**src/rtl/ltpi_phy_rx_deframer_if.sv**
```systemverilog
// LTPI PHY RX deframer: base frame type plus the symbol-in / frame-out bundle
// shared by the deframer and whatever drives it.

typedef struct packed {
  logic [7:0]       comma;
  logic [7:0]       subtype;
  logic [12:0][7:0] data;
  logic [7:0]       crc;
} LTPI_base_Frm_t;

interface ltpi_phy_rx_deframer_if;
  logic           sym_valid;
  logic [7:0]     sym_data;
  logic           sym_k;
  logic           sym_code_err;
  LTPI_base_Frm_t ltpi_frame_rx;
  logic           rx_frm_valid;
  logic           rx_frm_err;
  logic [3:0]     rx_frm_offset;
  logic           aligned;
  logic [15:0]    crc_err_cnt;

  // Symbol source side (8b10b decoder model or testbench)
  modport master (
    output sym_valid, sym_data, sym_k, sym_code_err,
    input  ltpi_frame_rx, rx_frm_valid, rx_frm_err, rx_frm_offset, aligned, crc_err_cnt
  );

  // Deframer side
  modport slave (
    input  sym_valid, sym_data, sym_k, sym_code_err,
    output ltpi_frame_rx, rx_frm_valid, rx_frm_err, rx_frm_offset, aligned, crc_err_cnt
  );
endinterface

```
**src/rtl/ltpi_phy_rx_deframer.sv**
```systemverilog
// LTPI PHY RX deframer: finds the comma in the decoded symbol stream, rebuilds
// 16-byte base frames, checks CRC-8 (poly 0x07, init 0, MSB-first), tracks
// frame lock and counts bad frames.

module ltpi_phy_rx_deframer #(
  parameter logic [7:0] COMMA_A     = 8'hBC,
  parameter logic [7:0] COMMA_B     = 8'hDC,
  parameter int         LOCK_THRESH = 3,
  parameter int         LOSS_THRESH = 3
) (
  input  logic                 clk,
  input  logic                 reset,
  ltpi_phy_rx_deframer_if.slave rx_if
);

  localparam int RUN_MAX = (LOCK_THRESH > LOSS_THRESH) ? LOCK_THRESH : LOSS_THRESH;
  localparam int RUN_W   = $clog2(RUN_MAX + 1);

  typedef enum logic [1:0] {
    HUNT   = 2'd0,
    RECV   = 2'd1,
    EXPECT = 2'd2
  } state_t;

  state_t           r_state;
  state_t           w_state_nxt;

  logic [14:0][7:0] r_buf;
  logic [3:0]       r_offset;
  logic [7:0]       r_crc;
  logic             r_marked;

  LTPI_base_Frm_t   r_frame;
  LTPI_base_Frm_t   w_assembled;
  logic             r_valid_pls;
  logic             r_err_pls;

  logic             r_aligned;
  logic [15:0]      r_err_cnt;
  logic [RUN_W-1:0] r_good_run;
  logic [RUN_W-1:0] r_bad_run;
  logic [RUN_W-1:0] w_good_run_nxt;
  logic [RUN_W-1:0] w_bad_run_nxt;

  logic             w_comma;
  logic [3:0]       w_next_off;
  logic             w_start;
  logic             w_store;
  logic             w_fold;
  logic             w_mark;
  logic             w_good_evt;
  logic             w_bad_evt;

  // One byte of CRC-8, polynomial x^8+x^2+x+1, MSB first, no reflection
  function automatic logic [7:0] crc8(input logic [7:0] crc_in, input logic [7:0] data_in);
    logic [7:0] c;
    c = crc_in ^ data_in;
    for (int i = 0; i < 8; i++) begin
      c = c[7] ? ((c << 1) ^ 8'h07) : (c << 1);
    end
    return c;
  endfunction

  assign w_comma    = rx_if.sym_valid & rx_if.sym_k & ~rx_if.sym_code_err &
                      ((rx_if.sym_data == COMMA_A) | (rx_if.sym_data == COMMA_B));
  assign w_next_off = r_offset + 4'd1;

  // Next-state and per-symbol action decode; a comma always (re)starts a frame
  always_comb begin
    w_state_nxt = r_state;
    w_start     = 1'b0;
    w_store     = 1'b0;
    w_fold      = 1'b0;
    w_mark      = 1'b0;
    w_good_evt  = 1'b0;
    w_bad_evt   = 1'b0;
    if (rx_if.sym_valid) begin
      case (r_state)
        HUNT: begin
          if (w_comma) begin
            w_start     = 1'b1;
            w_state_nxt = RECV;
          end
        end
        RECV: begin
          if (w_comma) begin
            w_start   = 1'b1;
            w_bad_evt = 1'b1;
          end else begin
            w_store = 1'b1;
            if (w_next_off == 4'd15) begin
              if (!r_marked && !rx_if.sym_k && (rx_if.sym_data == r_crc)) begin
                w_good_evt = 1'b1;
              end else begin
                w_bad_evt = 1'b1;
              end
              w_state_nxt = EXPECT;
            end else begin
              w_fold = 1'b1;
              w_mark = rx_if.sym_k | rx_if.sym_code_err;
            end
          end
        end
        EXPECT: begin
          if (w_comma) begin
            w_start     = 1'b1;
            w_state_nxt = RECV;
          end else begin
            w_bad_evt   = 1'b1;
            w_state_nxt = HUNT;
          end
        end
        default: w_state_nxt = HUNT;
      endcase
    end
  end

  // FSM state register
  always_ff @(posedge clk) begin
    if (reset) begin
      r_state <= HUNT;
    end else begin
      r_state <= w_state_nxt;
    end
  end

  // Frame assembly buffer, byte offset, running CRC and the frame-bad mark
  always_ff @(posedge clk) begin
    if (reset) begin
      r_buf    <= '0;
      r_offset <= 4'hF;
      r_crc    <= 8'h00;
      r_marked <= 1'b0;
    end else if (w_start) begin
      r_buf[0] <= rx_if.sym_data;
      r_offset <= 4'd0;
      r_crc    <= crc8(8'h00, rx_if.sym_data);
      r_marked <= 1'b0;
    end else if (w_store) begin
      r_offset <= w_next_off;
      if (w_fold) begin
        r_buf[w_next_off] <= rx_if.sym_data;
        r_crc             <= crc8(r_crc, rx_if.sym_data);
      end
      if (w_mark) begin
        r_marked <= 1'b1;
      end
    end
  end

  // Completed frame view: buffered bytes 0..14 plus the CRC byte arriving now
  always_comb begin
    w_assembled         = '0;
    w_assembled.comma   = r_buf[0];
    w_assembled.subtype = r_buf[1];
    for (int i = 0; i < 13; i++) begin
      w_assembled.data[4'(i)] = r_buf[4'(i + 2)];
    end
    w_assembled.crc     = rx_if.sym_data;
  end

  // Frame completion pulses; the held frame only changes on a good frame
  always_ff @(posedge clk) begin
    if (reset) begin
      r_frame     <= '0;
      r_valid_pls <= 1'b0;
      r_err_pls   <= 1'b0;
    end else begin
      r_valid_pls <= w_good_evt;
      r_err_pls   <= w_bad_evt;
      if (w_good_evt) begin
        r_frame <= w_assembled;
      end
    end
  end

  // Saturating increments of the good/bad run counters
  always_comb begin
    w_good_run_nxt = (r_good_run == RUN_W'(LOCK_THRESH)) ? r_good_run : r_good_run + 1'b1;
    w_bad_run_nxt  = (r_bad_run == RUN_W'(LOSS_THRESH)) ? r_bad_run : r_bad_run + 1'b1;
  end

  // Lock hysteresis and saturating bad-frame counter
  always_ff @(posedge clk) begin
    if (reset) begin
      r_good_run <= '0;
      r_bad_run  <= '0;
      r_aligned  <= 1'b0;
      r_err_cnt  <= 16'h0000;
    end else if (w_good_evt) begin
      r_good_run <= w_good_run_nxt;
      r_bad_run  <= '0;
      if (w_good_run_nxt == RUN_W'(LOCK_THRESH)) begin
        r_aligned <= 1'b1;
      end
    end else if (w_bad_evt) begin
      r_bad_run  <= w_bad_run_nxt;
      r_good_run <= '0;
      if (w_bad_run_nxt == RUN_W'(LOSS_THRESH)) begin
        r_aligned <= 1'b0;
      end
      if (r_err_cnt != 16'hFFFF) begin
        r_err_cnt <= r_err_cnt + 16'd1;
      end
    end
  end

  assign rx_if.ltpi_frame_rx = r_frame;
  assign rx_if.rx_frm_valid  = r_valid_pls;
  assign rx_if.rx_frm_err    = r_err_pls;
  assign rx_if.rx_frm_offset = r_offset;
  assign rx_if.aligned       = r_aligned;
  assign rx_if.crc_err_cnt   = r_err_cnt;

endmodule

```
**src/flat_wrapper.sv**
```systemverilog
// flat-port wrapper written by rule: the top's interface ports become plain ports
module ltpi_phy_rx_deframer_flat 
#(
  parameter logic [7:0] COMMA_A     = 8'hBC,
  parameter logic [7:0] COMMA_B     = 8'hDC,
  parameter int         LOCK_THRESH = 3,
  parameter int         LOSS_THRESH = 3
)
  (clk, reset, rx_if_sym_valid, rx_if_sym_data, rx_if_sym_k, rx_if_sym_code_err, rx_if_ltpi_frame_rx, rx_if_rx_frm_valid, rx_if_rx_frm_err, rx_if_rx_frm_offset, rx_if_aligned, rx_if_crc_err_cnt);
  ltpi_phy_rx_deframer_if rx_if_i ();
  input  logic clk;
  input  logic reset;
  input wire logic [$bits(rx_if_i.sym_valid)-1:0] rx_if_sym_valid;
  input wire logic [$bits(rx_if_i.sym_data)-1:0] rx_if_sym_data;
  input wire logic [$bits(rx_if_i.sym_k)-1:0] rx_if_sym_k;
  input wire logic [$bits(rx_if_i.sym_code_err)-1:0] rx_if_sym_code_err;
  output wire logic [$bits(rx_if_i.ltpi_frame_rx)-1:0] rx_if_ltpi_frame_rx;
  output wire logic [$bits(rx_if_i.rx_frm_valid)-1:0] rx_if_rx_frm_valid;
  output wire logic [$bits(rx_if_i.rx_frm_err)-1:0] rx_if_rx_frm_err;
  output wire logic [$bits(rx_if_i.rx_frm_offset)-1:0] rx_if_rx_frm_offset;
  output wire logic [$bits(rx_if_i.aligned)-1:0] rx_if_aligned;
  output wire logic [$bits(rx_if_i.crc_err_cnt)-1:0] rx_if_crc_err_cnt;
  assign rx_if_i.sym_valid = rx_if_sym_valid;
  assign rx_if_i.sym_data = rx_if_sym_data;
  assign rx_if_i.sym_k = rx_if_sym_k;
  assign rx_if_i.sym_code_err = rx_if_sym_code_err;
  assign rx_if_ltpi_frame_rx = rx_if_i.ltpi_frame_rx;
  assign rx_if_rx_frm_valid = rx_if_i.rx_frm_valid;
  assign rx_if_rx_frm_err = rx_if_i.rx_frm_err;
  assign rx_if_rx_frm_offset = rx_if_i.rx_frm_offset;
  assign rx_if_aligned = rx_if_i.aligned;
  assign rx_if_crc_err_cnt = rx_if_i.crc_err_cnt;
  ltpi_phy_rx_deframer #(.COMMA_A(COMMA_A), .COMMA_B(COMMA_B), .LOCK_THRESH(LOCK_THRESH), .LOSS_THRESH(LOSS_THRESH)) u_core (.clk(clk), .reset(reset), .rx_if(rx_if_i));
endmodule
```
**config.mk**
```make
export PLATFORM = sky130hd
export DESIGN_NAME = ltpi_phy_rx_deframer_flat
export DESIGN_NICKNAME = d
export VERILOG_FILES = /design/src/rtl/ltpi_phy_rx_deframer_if.sv /design/src/rtl/ltpi_phy_rx_deframer.sv /design/src/flat_wrapper.sv
export SDC_FILE = /design/constraint.sdc
export NUM_CORES = 1
export LEC_CHECK = 0
export BUFFER_PORTS_ARGS = -buffer_cell sky130_fd_sc_hd__clkbuf_2
export CAP_MARGIN = 20
export CELL_PAD_IN_SITES_DETAIL_PLACEMENT = 0
export CELL_PAD_IN_SITES_GLOBAL_PLACEMENT = 2
export CORE_ASPECT_RATIO = 0.5
export CORE_UTILIZATION = 34
export DETAILED_ROUTE_END_ITERATION = 10
export PLACE_DENSITY = 0.95
export SLEW_MARGIN = 10
export SYNTH_ARGS = -nofsm -noshare
export SYNTH_HDL_FRONTEND = slang
export SYNTH_SLANG_ARGS = --single-unit
```
**constraint.sdc**
```tcl
create_clock -name clk -period 6.1 [get_ports clk]
set_input_delay 0.61 -clock clk [delete_from_list [all_inputs] [get_ports clk]]
set_output_delay 0.61 -clock clk [all_outputs]
set_load 0.1 [all_outputs]
```
**Word level (Yosys, flattened, before mapping)**

Index checks and enable logic that the tools add are counted.

- Input port bits: 13
- Bits in latches: 0
- Bits in writable memories: 0
- Logic and storage cells: 163
- Register bits after elaboration: 230
- Memories kept: 0
- Bits in read-only memories: 0

- Bitwise logic cells: 25
- Divide/modulo/power cells: 0
- Reductions and logical operators: 19
- Eq/ne operators: 15
- Shift-type cells: 0
- $mul: 0
- $lt $le $gt $ge: 2
- Add/sub/neg operators: 4
- Multiplexer cells: 64

Operators with widths:

| operator | count |
|---|---|
| bitwise mux 120 bit | 1 |
| two-way mux 8 bit | 7 |
| two-way mux 3 bit | 16 |
| inverter 3 bit | 16 |
| demux 8 bit (select 4 bit) | 1 |
| two-way mux 1 bit | 28 |
| adder 16 x 1 -> 16 bit, second input constant | 1 |
| equality test 8 bit, second input constant | 2 |
| inequality test 16 bit, second input constant | 1 |
| two-way mux 2 bit | 7 |
| equality test 2 bit, second input constant | 5 |
| AND reduction 3 bit | 3 |
| equality test 8 bit | 1 |
| two-way mux 4 bit | 2 |
| nonzero test 2 bit | 4 |
| XOR 8 bit | 1 |
| one-hot mux 2 bit (3 select lines) | 1 |
| < comparator 4 x 5 -> 1 bit, second input constant | 1 |
| adder 2 x 1 -> 2 bit, second input constant | 2 |
| adder 4 x 1 -> 4 bit, second input constant | 1 |
| equality test 4 bit, second input constant | 1 |
| >= comparator 4 x 1 -> 1 bit, second input constant | 1 |
| inequality test 2 x 1 -> 1 bit, second input constant | 2 |
| inequality test 2 bit, second input constant | 2 |
| other kinds (12) | 22 |

**Depth between registers and ports, before layout**

Gate-level depths: netlist of the first run.

- Depth after elaboration: 20
- Gate-level depth with buffers: 12

**Worst setup path after synthesis of the first run**

Ideal clock, no wire load.

- Kind: input -> register
- From: in rx_if_sym_data[6]
- To: reg u_core.r_err_cnt[2], in the netlist u_core.rx_if.crc_err_cnt[2]
- Path slack: 2.991 ns
- Stages on the path: 11
- Arrival time: 2.988 ns
- Cells stage by stage: clkbuf_1 -> clkbuf_1 -> inv_1 -> ha_1 -> a22oi_1 -> or3_1 -> mux2i_1 -> o32a_2 -> buf_2 -> nor3b_1 -> mux2_2

- Longest elaborated chain between the ends: 9
- Elaborated cells on any way between the ends: 19
- Classes of those cells: eq/ne: 3; mux: 11; bitwise: 3; reduce/logical: 2

Ends and longest elaborated chain:

| item | RTL line | source |
|---|---|---|
| start, declared | flat_wrapper.sv:14 | `input wire logic [$bits(rx_if_i.sym_data)-1:0] rx_if_sym_data;` |
| equality test 8 bit | ltpi_phy_rx_deframer.sv:92 | `if (!r_marked && !rx_if.sym_k && (rx_if.sym_data == r_crc)) begin` |
| logical AND 1 bit | ltpi_phy_rx_deframer.sv:92 |  |
| two-way mux 1 bit | ltpi_phy_rx_deframer.sv:92 |  |
| two-way mux 1 bit | ltpi_phy_rx_deframer.sv:91 | `if (w_next_off == 4'd15) begin` |
| two-way mux 1 bit | ltpi_phy_rx_deframer.sv:86 | `if (w_comma) begin` |
| two-way mux 1 bit | ltpi_phy_rx_deframer.sv:78 | `case (r_state)` |
| two-way mux 1 bit | ltpi_phy_rx_deframer.sv:77 | `if (rx_if.sym_valid) begin` |
| inverter 1 bit (no source line) | n/a |  |
| AND reduction 3 bit (no source line) (*) | n/a |  |
| end signal, assigned | ltpi_phy_rx_deframer.sv:203 | `r_err_cnt <= r_err_cnt + 16'd1;` |
| end, declared | ltpi_phy_rx_deframer.sv:39 | `logic [15:0] r_err_cnt;` |

Mark *: on every way between the ends. The rest lies on a longest branch, timed or not.
A chain may end at the register's enable or synchronous reset.

**Final worst setup path of the first run**

- From: in rx_if_sym_data[2]
- To: reg u_core.r_crc[1]

- Longest elaborated chain between the ends: 8
- Elaborated cells on any way between the ends: 17
- Classes of those cells: eq/ne: 2; mux: 10; bitwise: 2; reduce/logical: 3

Ends and longest elaborated chain:

| item | RTL line | source |
|---|---|---|
| equality test 8 bit | ltpi_phy_rx_deframer.sv:65 | `((rx_if.sym_data == COMMA_A) \| (rx_if.sym_data == COMMA_B));` |
| bitwise OR 1 bit (*) | ltpi_phy_rx_deframer.sv:65 |  |
| bitwise AND 1 bit (*) | ltpi_phy_rx_deframer.sv:64 | `assign w_comma = rx_if.sym_valid & rx_if.sym_k & ~rx_if.sym_code_err &` |
| two-way mux 1 bit, on equally long branches | ltpi_phy_rx_deframer.sv:86, ltpi_phy_rx_deframer.sv:80, ltpi_phy_rx_deframer.sv:105 |  |
| two-way mux 1 bit, on equally long branches | n/a |  |
| two-way mux 1 bit | ltpi_phy_rx_deframer.sv:77 |  |
| nonzero test 2 bit (no source line) | n/a |  |
| AND reduction 2 bit (no source line) | n/a |  |
| end signal, assigned | ltpi_phy_rx_deframer.sv:137 | `r_crc <= crc8(8'h00, rx_if.sym_data);` |
| end signal, assigned | ltpi_phy_rx_deframer.sv:143 | `r_crc <= crc8(r_crc, rx_if.sym_data);` |
| end, declared | ltpi_phy_rx_deframer.sv:30 | `logic [7:0] r_crc;` |

Marks and branches as above.

==> results_dict.tcl, run 1 <==
set metrics [dict create \
    run_status "complete, no violations" \
    rr_worst_depth 7 \
    fillCellCount 2286 \
    vdd.ir_drop.worst_uv 199 \
    r2r_start "u_core.rx_if.rx_frm_offset[0]" \
    wl_per_cell_um 14.8 \
    cts_root_buffer "clkbuf_16" \
    slew_viol_final 0 \
    min_from "u_core.r_buf[62]" \
    critPathMaxFanout 14 \
    core_um2 22100 \
    final_cell_mix "212 x nand2_1, 174 x dfxtp_1, 128 x a21oi_1" \
    holdPathEnd "u_core.rx_if.ltpi_frame_rx[54]" \
    layout_commonest_cell "nand2_1" \
    setup-tns-final_ps 0 \
    ioPinCount 164 \
    die_w_um 216 \
    max_stage_delay_ps 610 \
    cts_buffer_depth 2 \
    ys_async_sr_fraction 0 \
    setup_viol 0 \
    globalplace.congestion 0.817 \
    antenna_found_initial 0 \
    drtPass1Iterations 4 \
    worstPathCellList "clkbuf_2, ha_1, nand4b_1, o311ai_4, a311o_1, mux2_2, a221oi_1, nor2_1" \
    clock_latency_ps 440 \
    postSynthCellCount 942 \
    drive_gt1_frac 0.161 \
    vias 6416 \
    drt_drc_violations_left 0 \
    timing.fmax_ghz 0.328 \
    critPathSlowestCell "o311ai_4" \
    area_growth_pct 13.4 \
    grt_max_degree 104 \
    drv_cap 0 \
    routed_wl_um 19500 \
    rsz0062_at_grt "false" \
    numPortBuffers 107 \
    synth_area_um2 7820 \
    post_cts_buffers 0 \
    relSlewSlack 0.308 \
    hold_viol 0 \
    min_path_type "flip-flop to flip-flop" \
    min_period_over_period 0.500 \
    hold_ws_ps 451 \
    clock-sinks 174 \
    dp_hpwl_um 12600 \
    cts.htree.levels 4 \
    crit_arrival_ps 3350 \
    r2r-end "u_core.rx_if.crc_err_cnt[6]" \
    antenna_left 0 \
    synth-edff-count 0 \
    synth.avg_cell_area_um2 8.30 \
    synth_cell_type_count 61 \
    r2r_slack_ps 3330 \
    multi_input_area_um2 3830 \
    ys_seq_elements 174 \
    tightest_slew_ps 1040 \
    power_density_nw_per_um2 272 \
    cts.clk_slew.worst_paths_ps 70 \
    viasPerCell 4.85 \
    drt-initial-drc-count 435 \
    start_util 0.354 \
    critPathKind "input pin to flip-flop" \
    postCtsHoldBufs 0 \
    cp-start-kind "input pin" \
    period_needed_ps 3050 \
    fp.dieArea_um2 23600 \
    ff_latch_area_um2 3480 \
    grt_pass1_wl_um 31000 \
    die_h_um 109 \
    leakage_nw 3.39 \
    synth_top_flop_cell "dfxtp_1" \
    fin_util 0.401 \
    cts-resized-gates 0 \
    cts_tree "done" \
    yosysSeqAreaShare 0.446 \
    worstSetupEndpointType "flip-flop" \
    grtUsageTotal 0.168 \
    num_antenna_cells 0 \
    yosysWarnings 0 \
    floorplan.rows 38 \
    worstPathRequired_ps 6400 \
    grt_pass1_vias 5881 \
    gr-total-overflow 0 \
    fin_skew_ps 13.3 \
    nets 1043 \
    cts_inserted_buffers 17 \
    hold_depth 2 \
]
==> routing by layer <==
metal	global-route usage	routed length, um	up-vias
li1	-	-	3198
met1	0.224	9540	3075
met2	0.265	8810	123
met3	0.0410	919	20
met4	0.0614	249	0
met5	0	0	-
==> final cells by class <==
type                            count  share of cell area
Timing Repair Buffer              113              0.0658
Inverter                            7             0.00296
Clock inverter                     12              0.0116
Sequential cell                   174               0.393
Clock buffer                       20              0.0515
Tap cell                          300              0.0424
Multi-Input combinational cell    697               0.433
==> critical path, delay by kind of cell <==
family,cells,cell delay [ps]
adder cells (fa/ha/maj),1,220
AO/OA/AOI/OAI,3,1420
buffers and inverters,1,370
AND/OR/NAND/NOR,2,320
multiplexers,1,390
==> worst max path at each step <==
stage	cells past startpoint	end	slack, ps	from
global placement	8	u_core.r_crc[1]	2630	rx_if_sym_data[2]
detailed placement	8	u_core.r_good_run[0]	2570	rx_if_sym_data[2]
finish	8	u_core.r_crc[1]	3050	rx_if_sym_data[2]
floorplan	11	u_core.rx_if.crc_err_cnt[2]	2990	rx_if_sym_data[6]
CTS	8	u_core.r_good_run[0]	3030	rx_if_sym_data[2]
global route	8	u_core.rx_if.ltpi_frame_rx[19]	2750	rx_if_sym_data[2]
==> flip-flops by register name, summed over array words and instances (netlist names) <==
name and cells:
u_core.rx_if.ltpi_frame_rx 72, u_core.r_crc 8, u_core.r_good_run 2, u_core.r_bad_run 2, u_core.rx_if.crc_err_cnt 16, u_core.r_buf 64
u_core.rx_if.rx_frm_offset 4, u_core.rx_if.rx_frm_err 1, u_core.r_state 2, u_core.r_marked 1, u_core.rx_if.rx_frm_valid 1, u_core.rx_if.aligned 1
==> cell families after synthesis <==
| logic type | synth area share |
|---|---|
| simple gates | 0.218 |
| flops | 0.446 |
| compound gates | 0.127 |
| buf+inv | 0.0939 |
| mux | 0.0447 |
| xor+xnor | 0.0379 |
| fa+ha+maj | 0.0320 |
| other cells | 0.000480 |
==> power breakdown <==
part | switching, mW | leakage (nW) | internal, mW
Clock | 0.489 | 0.268 | 0.554
Sequential | 0.000328 | 1.40 | 1.14
Combinational | 0.207 | 1.72 | 0.0240
Total | 0.696 | 3.39 | 1.71
==> through the flow <==
step | cells | setup WS, ps | power [mW] | area (um^2)
2_1_floorplan | 997 | 2990 | 1.40 | 8020
3_3_place_gp | 1291 | 2630 | 1.39 | 8300
3_5_place_dp | 1291 | 2570 | 1.39 | 8300
4_1_cts | 1323 | 3030 | 2.44 | 8860
5_1_grt | 1323 | 2750 | 2.50 | 8860
6_report | 1323 | 3050 | 2.41 | 8860
==> synth_stat cells (all sizes together), types with 10 or more instances <==
library cell,count,area [um^2]
nand2,213,807
dfxtp,174,3480
a21oi,129,657
buf,77,551
nor2,56,210
nand3,48,240
clkbuf,42,158
mux2i,27,270
xnor2,23,209
ha,20,250
nor3,14,95.1
o21ai,14,70.1
nor2b,11,68.8
or3,11,68.8
xor2,10,87.6
Power figures use the tool's default switching activity.
==> run 2: changes to the inputs <==
- CORE_UTILIZATION: 34 -> 32
- PLACE_DENSITY: 0.95 -> 0.92
- clock period: 6.1 -> 3.17 ns (I/O delays scaled with it)
==> run 2 against run 1 <==
- register-to-register slack got worse by 2900 ps
- via count rose by 0.22%
- first-iteration DRC count rose by 9.0%
- clock-buffer cell count fell by 3
- flip-flop and latch count did not move
- largest cell class unchanged
==> results_dict.tcl, run 2 (synthesis gave the netlist of run 1 again) <==
set metrics [dict create \
    critPathKind "flip-flop to flip-flop" \
    p_sw_frac 0.289 \
    nets 1059 \
    fp.dieArea_um2 25100 \
    grt_max_degree 91 \
    r2r-end "u_core.rx_if.ltpi_frame_rx[43]" \
    drive_gt1_frac 0.174 \
    worstPathCellList "xnor2_1, ha_1, nor4bb_1, and4_1, nand2_1, nor3_4, buf_12, nand2_1, a21oi_1" \
    vias 6430 \
    globalplace.congestion 0.813 \
    viasPerCell 4.75 \
    gr-total-overflow 0 \
    area_growth_pct 15.5 \
    layout_commonest_cell "nand2_1" \
    setup-tns-final_ps 0 \
    fillCellCount 2427 \
    die_h_um 113 \
    drt_drc_violations_left 0 \
    run_status "complete, no violations" \
    holdPathEnd "u_core.r_marked" \
    rsz0062_at_grt "false" \
    wl_per_cell_um 14.6 \
    critPathSlowestCell "nor3_4" \
    rr_worst_depth 9 \
    grt_pass1_wl_um 31300 \
    drt-initial-drc-count 474 \
    seqPwrFrac 0.464 \
    postCtsHoldBufs 0 \
    timing.fmax_ghz 0.361 \
    largest_register_ffs 72 \
    critPathMaxFanout 55 \
    final_cell_mix "212 x nand2_1, 174 x dfxtp_1, 128 x a21oi_1" \
    crit_arrival_ps 3130 \
    min_path_type "input pin to flip-flop" \
    dp_hpwl_um 13500 \
    finalWorstSetupSlack_ps 401 \
    place_ws_ps 304 \
    period_needed_ps 2770 \
    clock-sinks 174 \
    cts.clk_slew.worst_paths_ps 70 \
    antenna_found_initial 0 \
    setup_viol 0 \
    cts_inserted_buffers 17 \
    routed_wl_um 19700 \
    tightest_slew_ps 952 \
    pwr-share-clk 0.439 \
    dp_cells 1322 \
    fin_skew_ps 11.5 \
    min_from "rx_if_sym_code_err" \
    drv_cap 0 \
    r2r_slack_ps 400 \
    numPortBuffers 107 \
    leakage_nw 3.48 \
    post_cts_buffers 0 \
    crit_path_frequent_cell "nand2_1" \
    num_antenna_cells 0 \
    power_density_nw_per_um2 522 \
    clock_latency_ps 430 \
    p_total_mw 4.71 \
    cp-start-kind "flip-flop" \
    max_stage_delay_ps 500 \
    vdd.ir_drop.worst_uv 371 \
    r2r_start "u_core.r_crc[4]" \
    p_sw_mw 1.36 \
    drtPass1Iterations 5 \
    cts_buffer_depth 2 \
    floorplan.rows 40 \
    grt_pass1_vias 5881 \
    hold_depth 5 \
    hold_viol 0 \
    antenna_left 0 \
    instances_no_fill 1354 \
    ioPinCount 164 \
    min_period_over_period 0.873 \
    power.share.combinational 0.097 \
    hold_ws_ps 261 \
    die_w_um 223 \
    relSlewSlack 0.365 \
    internal_power_mw 3.35 \
    cts.htree.levels 4 \
    core_um2 24000 \
    worstSetupEndpointType "flip-flop" \
    worstPathRequired_ps 3540 \
    slew_viol_final 0 \
    start_util 0.326 \
    cts_tree "done" \
    grtUsageTotal 0.157 \
    cts_root_buffer "clkbuf_16" \
    cts-resized-gates 0 \
]
==> run 2: layer usage <==
layer | up-vias | part of all wire | global-route usage
met5 | - | 0 | 0
met4 | 0 | 0.011 | 0.0538
met3 | 16 | 0.042 | 0.0346
met2 | 124 | 0.47 | 0.254
met1 | 3052 | 0.48 | 0.208
li1 | 3238 | - | -
==> run 2: how the worst max path moves through the flow <==
stage,endpoint,cells after the start,start
detailed placement,u_core.rx_if.crc_err_cnt[6],8,rx_if_sym_data[7]
finish,u_core.rx_if.ltpi_frame_rx[43],9,u_core.r_crc[4]
global placement,u_core.rx_if.crc_err_cnt[6],8,rx_if_sym_data[7]
CTS,u_core.rx_if.ltpi_frame_rx[124],9,u_core.r_crc[4]
floorplan,u_core.rx_if.crc_err_cnt[2],8,u_core.rx_if.rx_frm_offset[1]
global route,u_core.rx_if.ltpi_frame_rx[11],9,u_core.r_crc[4]
==> run 2: worst max-delay path, delay by kind of cell (launching register included) <==
family / cells / cell delay, ps
and+or+nand+nor: 5 / 1440
xor gates and xnor gates: 1 / 160
AOI/OAI and AO/OA: 1 / 130
buffers and inverters: 1 / 310
adders and majority gates: 1 / 160
DFF: 1 / 450
==> run 2: cell type report <==
type,instances,area [um^2],share of cell area
clock buffer,17,425,0.0471
sequential,174,3480,0.386
multi-input combinational,697,3830,0.424
tap,315,394,0.0436
clock inverter,15,158,0.0175
inverter,7,26.3,0.00291
timing repair buffer,129,716,0.0792
==> run 2: through the flow <==
stage	cell area, um^2	utilization
floorplan	8020	-
global placement	8450	0.352
detailed placement	8450	0.352
CTS	9030	0.377
global route	9030	0.377
finish	9030	0.377
==> run 2: power groups by stage <==
stage	combinational, mW	sequential, mW	clock [mW]
floorplan	0.456	2.24	0
global placement	0.452	2.24	0
detailed placement	0.454	2.24	0
CTS	0.455	2.19	2.12
global route	0.475	2.18	2.21
finish	0.456	2.19	2.07
